[config.mk]
export PLATFORM = sky130hd
export DESIGN_NAME = eta_scheduler
export DESIGN_NICKNAME = d
export VERILOG_FILES = /design/src/rtl/dnn_pkg.sv /design/src/rtl/eta_decay.sv /design/src/rtl/eta_scheduler.sv
export SDC_FILE = /design/constraint.sdc
export NUM_CORES = 1
export LEC_CHECK = 0
export BUFFER_PORTS_ARGS = -buffer_cell sky130_fd_sc_hd__buf_2
export CAP_MARGIN = 5
export CORE_ASPECT_RATIO = 1.75
export CORE_MARGIN = 2
export CORE_UTILIZATION = 52
export CTS_CLUSTER_DIAMETER = 50
export CTS_CLUSTER_SIZE = 14
export DETAILED_ROUTE_END_ITERATION = 7
export GPL_TIMING_DRIVEN = 0
export HOLD_SLACK_MARGIN = 0.05
export PLACE_DENSITY = 0.72
export SYNTH_ARGS = -nofsm -noshare
export SYNTH_HDL_FRONTEND = slang
export SYNTH_HIERARCHICAL = 1
export SYNTH_SLANG_ARGS = --single-unit
[constraint.sdc]
create_clock -name cycle_clk -period 3.6 [get_ports cycle_clk]
set_input_delay 0.36 -clock cycle_clk [delete_from_list [all_inputs] [get_ports cycle_clk]]
set_output_delay 0.36 -clock cycle_clk [all_outputs]
set_load 0.005 [all_outputs]
[src/rtl/dnn_pkg.sv]
// Shared definitions for the DNN training blocks: scheduler state encoding
// and the fixed-point constant for eta = 1.0.
package dnn_pkg;

  typedef enum logic [1:0] {
    ST_IDLE  = 2'd0,
    ST_RUN   = 2'd1,
    ST_DRAIN = 2'd2,
    ST_DONE  = 2'd3
  } eta_sched_state_t;

  localparam int FRAC_BITS = 10;
  localparam int ETA_ONE   = 1 << FRAC_BITS;

endpackage

[src/rtl/eta_decay.sv]
// Combinational per-epoch learning-rate decay: eta - (eta >> shift), floored
// at eta_min with an unsigned compare so the rate never collapses to zero.
module eta_decay #(
  parameter int               width       = 16,
  parameter int               decay_shift = 3,
  parameter logic [width-1:0] eta_min     = 16'h0001
) (
  input  logic [width-1:0] i_eta,
  output logic [width-1:0] o_eta
);

  logic [width-1:0] w_shifted;
  logic [width-1:0] w_diff;

  // Logical shift keeps the subtrahend <= i_eta, so the difference cannot wrap.
  always_comb begin
    w_shifted = i_eta >> decay_shift;
    w_diff    = i_eta - w_shifted;
    o_eta     = (w_diff < eta_min) ? eta_min : w_diff;
  end

endmodule

[src/rtl/eta_scheduler.sv]
// Training-run sequencer: streams sample addresses with a per-epoch decayed
// learning rate, then feeds eta = 0 for L+1 cycles so the pipeline drains.
module eta_scheduler
  import dnn_pkg::*;
#(
  parameter int               width       = 16,
  parameter int               frac_bits   = 10,
  parameter int               num_samples = 1024,
  parameter int               num_epochs  = 4,
  parameter logic [width-1:0] eta_init    = width'(1 << frac_bits),
  parameter int               decay_shift = 3,
  parameter logic [width-1:0] eta_min     = 16'h0001,
  parameter int               L           = 3
) (
  input  logic                               cycle_clk,
  input  logic                               reset,
  input  logic                               start,
  input  logic                               pause,
  output logic [width-1:0]                   eta_in,
  output logic [$clog2(num_samples)-1:0]     sample_addr,
  output logic                               sample_valid,
  output logic [$clog2(num_epochs+1)-1:0]    epoch,
  output logic                               busy,
  output logic                               done,
  output eta_sched_state_t                   dbg_state
);

  localparam int AW = $clog2(num_samples);
  localparam int EW = $clog2(num_epochs + 1);
  localparam int DW = (L > 0) ? $clog2(L + 1) : 1;

  eta_sched_state_t r_state;
  eta_sched_state_t w_next_state;

  logic [AW-1:0]    r_addr;
  logic [EW-1:0]    r_epoch;
  logic [width-1:0] r_eta;
  logic [DW-1:0]    r_drain_cnt;
  logic [width-1:0] w_eta_decayed;
  logic             w_last_addr;
  logic             w_last_epoch;
  logic             w_drain_last;

  eta_decay #(
    .width       (width),
    .decay_shift (decay_shift),
    .eta_min     (eta_min)
  ) u_eta_decay (
    .i_eta (r_eta),
    .o_eta (w_eta_decayed)
  );

  assign w_last_addr  = (r_addr == AW'(num_samples - 1));
  assign w_last_epoch = (r_epoch == EW'(num_epochs - 1));
  assign w_drain_last = (r_drain_cnt == DW'(L));
  assign dbg_state    = r_state;

  always_ff @(posedge cycle_clk) begin
    if (!reset) begin
      r_state <= ST_IDLE;
    end else begin
      r_state <= w_next_state;
    end
  end

  always_comb begin
    w_next_state = r_state;
    case (r_state)
      ST_IDLE:  if (start) w_next_state = ST_RUN;
      ST_RUN:   if (!pause && w_last_addr && w_last_epoch) w_next_state = ST_DRAIN;
      ST_DRAIN: if (w_drain_last) w_next_state = ST_DONE;
      ST_DONE:  w_next_state = ST_IDLE;
      default:  w_next_state = ST_IDLE;
    endcase
  end

  // Outputs describe the action the pre-edge state takes on this edge:
  // sample_valid=1 means sample_addr/eta_in name a real sample for exactly
  // this cycle; there is no back-pressure, the consumer must take it.
  always_ff @(posedge cycle_clk) begin
    if (!reset) begin
      r_addr       <= '0;
      r_epoch      <= '0;
      r_eta        <= eta_init;
      r_drain_cnt  <= '0;
      eta_in       <= '0;
      sample_addr  <= '0;
      sample_valid <= 1'b0;
      epoch        <= '0;
      busy         <= 1'b0;
      done         <= 1'b0;
    end else begin
      eta_in       <= '0;
      sample_valid <= 1'b0;
      busy         <= 1'b0;
      done         <= 1'b0;
      case (r_state)
        ST_IDLE: begin
          r_addr      <= '0;
          r_epoch     <= '0;
          r_drain_cnt <= '0;
          r_eta       <= eta_init;
          sample_addr <= '0;
          epoch       <= '0;
        end
        ST_RUN: begin
          busy <= 1'b1;
          if (!pause) begin
            sample_valid <= 1'b1;
            eta_in       <= r_eta;
            sample_addr  <= r_addr;
            epoch        <= r_epoch;
            if (w_last_addr) begin
              r_addr <= '0;
              if (!w_last_epoch) begin
                r_epoch <= r_epoch + 1'b1;
                r_eta   <= w_eta_decayed;
              end
            end else begin
              r_addr <= r_addr + 1'b1;
            end
          end
        end
        ST_DRAIN: begin
          busy        <= 1'b1;
          r_drain_cnt <= r_drain_cnt + 1'b1;
        end
        ST_DONE: begin
          done  <= 1'b1;
          r_eta <= eta_init;
        end
        default: begin
          r_eta <= eta_init;
        end
      endcase
    end
  end

endmodule

==> results.toml <==
[critical_path]
startpoint_type = "flop"
rrSetupSlack_ns = 0.57
r2r_start = "r_eta[0]"
path_class = "flop to flop"
end_kind = "flop"
r2r_cells = 11
rr_endpoint = "r_eta[0]"
crit_fanout = 3
cp.arrival_ns = 3.31
cp.required_ns = 3.88

[grt]
overflow = 0
grt-busiest-layer = "met2"
grt_use_met3 = 0.0365
grtUsageMet2 = 0.436
grt_usage = 0.223
grt_util_met1 = 0.214
grt_max_degree = 11
grt_pass1_wl_um = 12600
grt_antenna_before_repair = 0
grt_pass1_vias = 2808

[timing]
worstMarginPinSlew_ns = 0.538
hold_ws_ns = 0.468
finClkSkew_ns = 0.00534
hold_viol = 0
drv_slew = 0
grt_setup_unrepaired = "no"
fin_tns_setup_ns = 0
post-route-period-util = 0.842
setup_viol = 0
slew_headroom = 0.641
finalCriticalPeriod_ns = 3.03
fmax_ghz = 0.330

[synthesis]
synth.distinct_cells = 63
ys_ff_latch = 65
synth_edf_count = 0
yosysSeqAreaShare = 0.384
netlist_area_sq_um = 3390
synth_nets = 387
ys_async_sr_fraction = 0
synth_ff_type = "dfxtp_1"
syn-instance-count = 361
yosys_warnings = 6
syn_avg_cell_area_sq_um = 9.38

[die]
start_util = 0.544
ios = 38
coreArea_sq_um = 6230
die_h_um = 111
num_rows = 38
die_area_sq_um = 7200
fp.dieW_um = 65.0

[clock_network]
clockRootBuffer = "clkbuf_8"
hold_buffers = 0
cts_inserted_buffers = 9
cts_sinks = 65
cts_setup_buffers = 0
clock_latency_ns = 0.34
cts_buffer_depth = 2
cts_resized = 0
cts_tree = "done"
cts_htree_levels = 3
path_clk_slew_ns = 0.06

[detailed_routing]
drc = 0
firstDrtPassIters = 4
vias_per_cell = 5.71
drtIter0Drc = 146
dr_total_vias = 2820
ant_nets = 0
routed_wl_um = 7640
wl_per_cell_um = 15.5

[finish]
nets = 435
final_layout_size_suffix_gt1_frac = 0.184
diodes = 0
area_growth_pct = 15.0
instances_no_fill = 494

[place]
placedCellCount = 478
gp_congestion = 0.913
io_buffers = 37
dp_hpwl_um = 6010

[min_path]
worstHoldStart = "epoch[0]"
hold_class = "flop to flop"
hold_depth = 1
worst_hold_path.endpoint = "epoch[0]"

[outcome]
status = "finished, final reports clean"

[pwr]
powerDensity_nw_per_um2 = 461
ir_drop_mv = 0.219
leakagePower_nw = 1.81

[flow_run]
max-cap-violations = 0
synthesized netlist by cell type (6+ instances only):
cell / n / area, sq um
ha_1: 21 / 263
o21ai_0: 7 / 35.0
xnor2_1: 7 / 61.3
nand2_1: 13 / 48.8
a21oi_1: 17 / 85.1
clkbuf_1: 9 / 33.8
nor3_1: 6 / 30.0
nor2_1: 22 / 82.6
a22o_1: 28 / 245
dfxtp_1: 65 / 1300
and3_1: 24 / 150
inv_1: 27 / 101
a21o_1: 7 / 52.6
xor2_1: 12 / 105
report_power, final:
group / internal [mW] / leakage, nW / switching, mW
clock: 0.429 / 0.111 / 0.253
combinational: 0.117 / 1.18 / 0.228
sequential: 0.745 / 0.524 / 0.0224
total: 1.29 / 1.81 / 0.504
flip-flops by register name, summed over array words and instances (netlist names):
| signal | cells |
|---|---|
| eta_in | 16 |
| r_eta | 16 |
| r_addr | 10 |
| sample_addr | 10 |
| epoch | 3 |
| r_epoch | 3 |
| dbg_state | 2 |
| r_drain_cnt | 2 |
| busy | 1 |
| done | 1 |
| sample_valid | 1 |
area by class of cell:
type	instances	area, sq um
well taps	80	100
repair buffers	37	185
fillers	549	2330
flip-flops and latches	65	1300
inverters	27	101
plain buffers	18	103
multi-input cells	251	1880
clock inverters	2	60.1
clock buffers	14	163
per-layer routing:
metal  share of wire  vias up  wire length [um]
met3           0.018       10               136
met4           0.020        0               149
li1                -     1412                 -
met5               0        -                 0
met2            0.59       42              4470
met1            0.38     1356              2880
kinds of logic after synthesis:
kind of cell               after synthesis  synth area share
muxes                                    3           0.00887
buffers and inverters                   45            0.0602
DFF                                     65             0.384
AOI/OAI and AO/OA                       98             0.222
xor gates and xnor gates                19            0.0491
adders and majority gates               22            0.0835
and+or+nand+nor                        109             0.192
worst max-delay path by stage:
| stage | startpoint | to | slack (ns) | cells past startpoint |
|---|---|---|---|---|
| finish | r_eta[0] | r_eta[0] | 0.57 | 11 |
| global route | r_eta[0] | r_eta[0] | 0.42 | 11 |
| CTS | r_eta[0] | r_eta[0] | 0.60 | 11 |
| detailed placement | r_eta[0] | r_eta[0] | 0.62 | 11 |
| global placement | r_eta[0] | r_eta[0] | 0.64 | 11 |
| floorplan | r_eta[14] | r_eta[0] | 1.06 | 11 |
per-stage QoR:
stage	utilization	setup slack, ns	power, mW	area (sq um)
2_1_floorplan	-	1.06	1.03	3390
3_3_place_gp	0.590	0.640	1.12	3670
3_5_place_dp	0.590	0.625	1.13	3670
4_1_cts	0.625	0.599	1.81	3890
5_1_grt	0.625	0.423	1.88	3890
6_report	0.625	0.568	1.79	3890
critical path, cell delays in order, from the launching register on:
cell	delay (ns)
dfxtp_1	0.35
inv_1	0.05
ha_1	0.22
fa_1	0.43
nor2b_1	0.13
o2111ai_1	0.19
a22oi_1	0.42
or4_1	0.17
nand4_1	0.10
or3_1	0.43
o31ai_1	0.31
a22o_1	0.17
placed cells by master (no fill, tap or decap), types with 4 or more instances in the layout:
cell type  Yosys  routed
nor2b_1        5       5
o2111ai_1      5       5
clkbuf_1       9      12
nand4_1        5       5
clkbuf_8       0      11
buf_2          3      40
a21o_1         7       7
a21oi_1       17      17
xnor2_1        7       7
a22o_1        28      28
o211ai_1       4       4
and3_1        24      24
inv_1         27      27
o21a_1         5       5
dfxtp_1       65      65
nand2_1       13      13
ha_1          21      21
nand3_1        4       4
o21ai_0        7       7
nand2b_1       5       5
nor2_1        22      22
nor3_1         6       6
xor2_1        12      12
No activity file was read; power rests on OpenSTA's default activity.
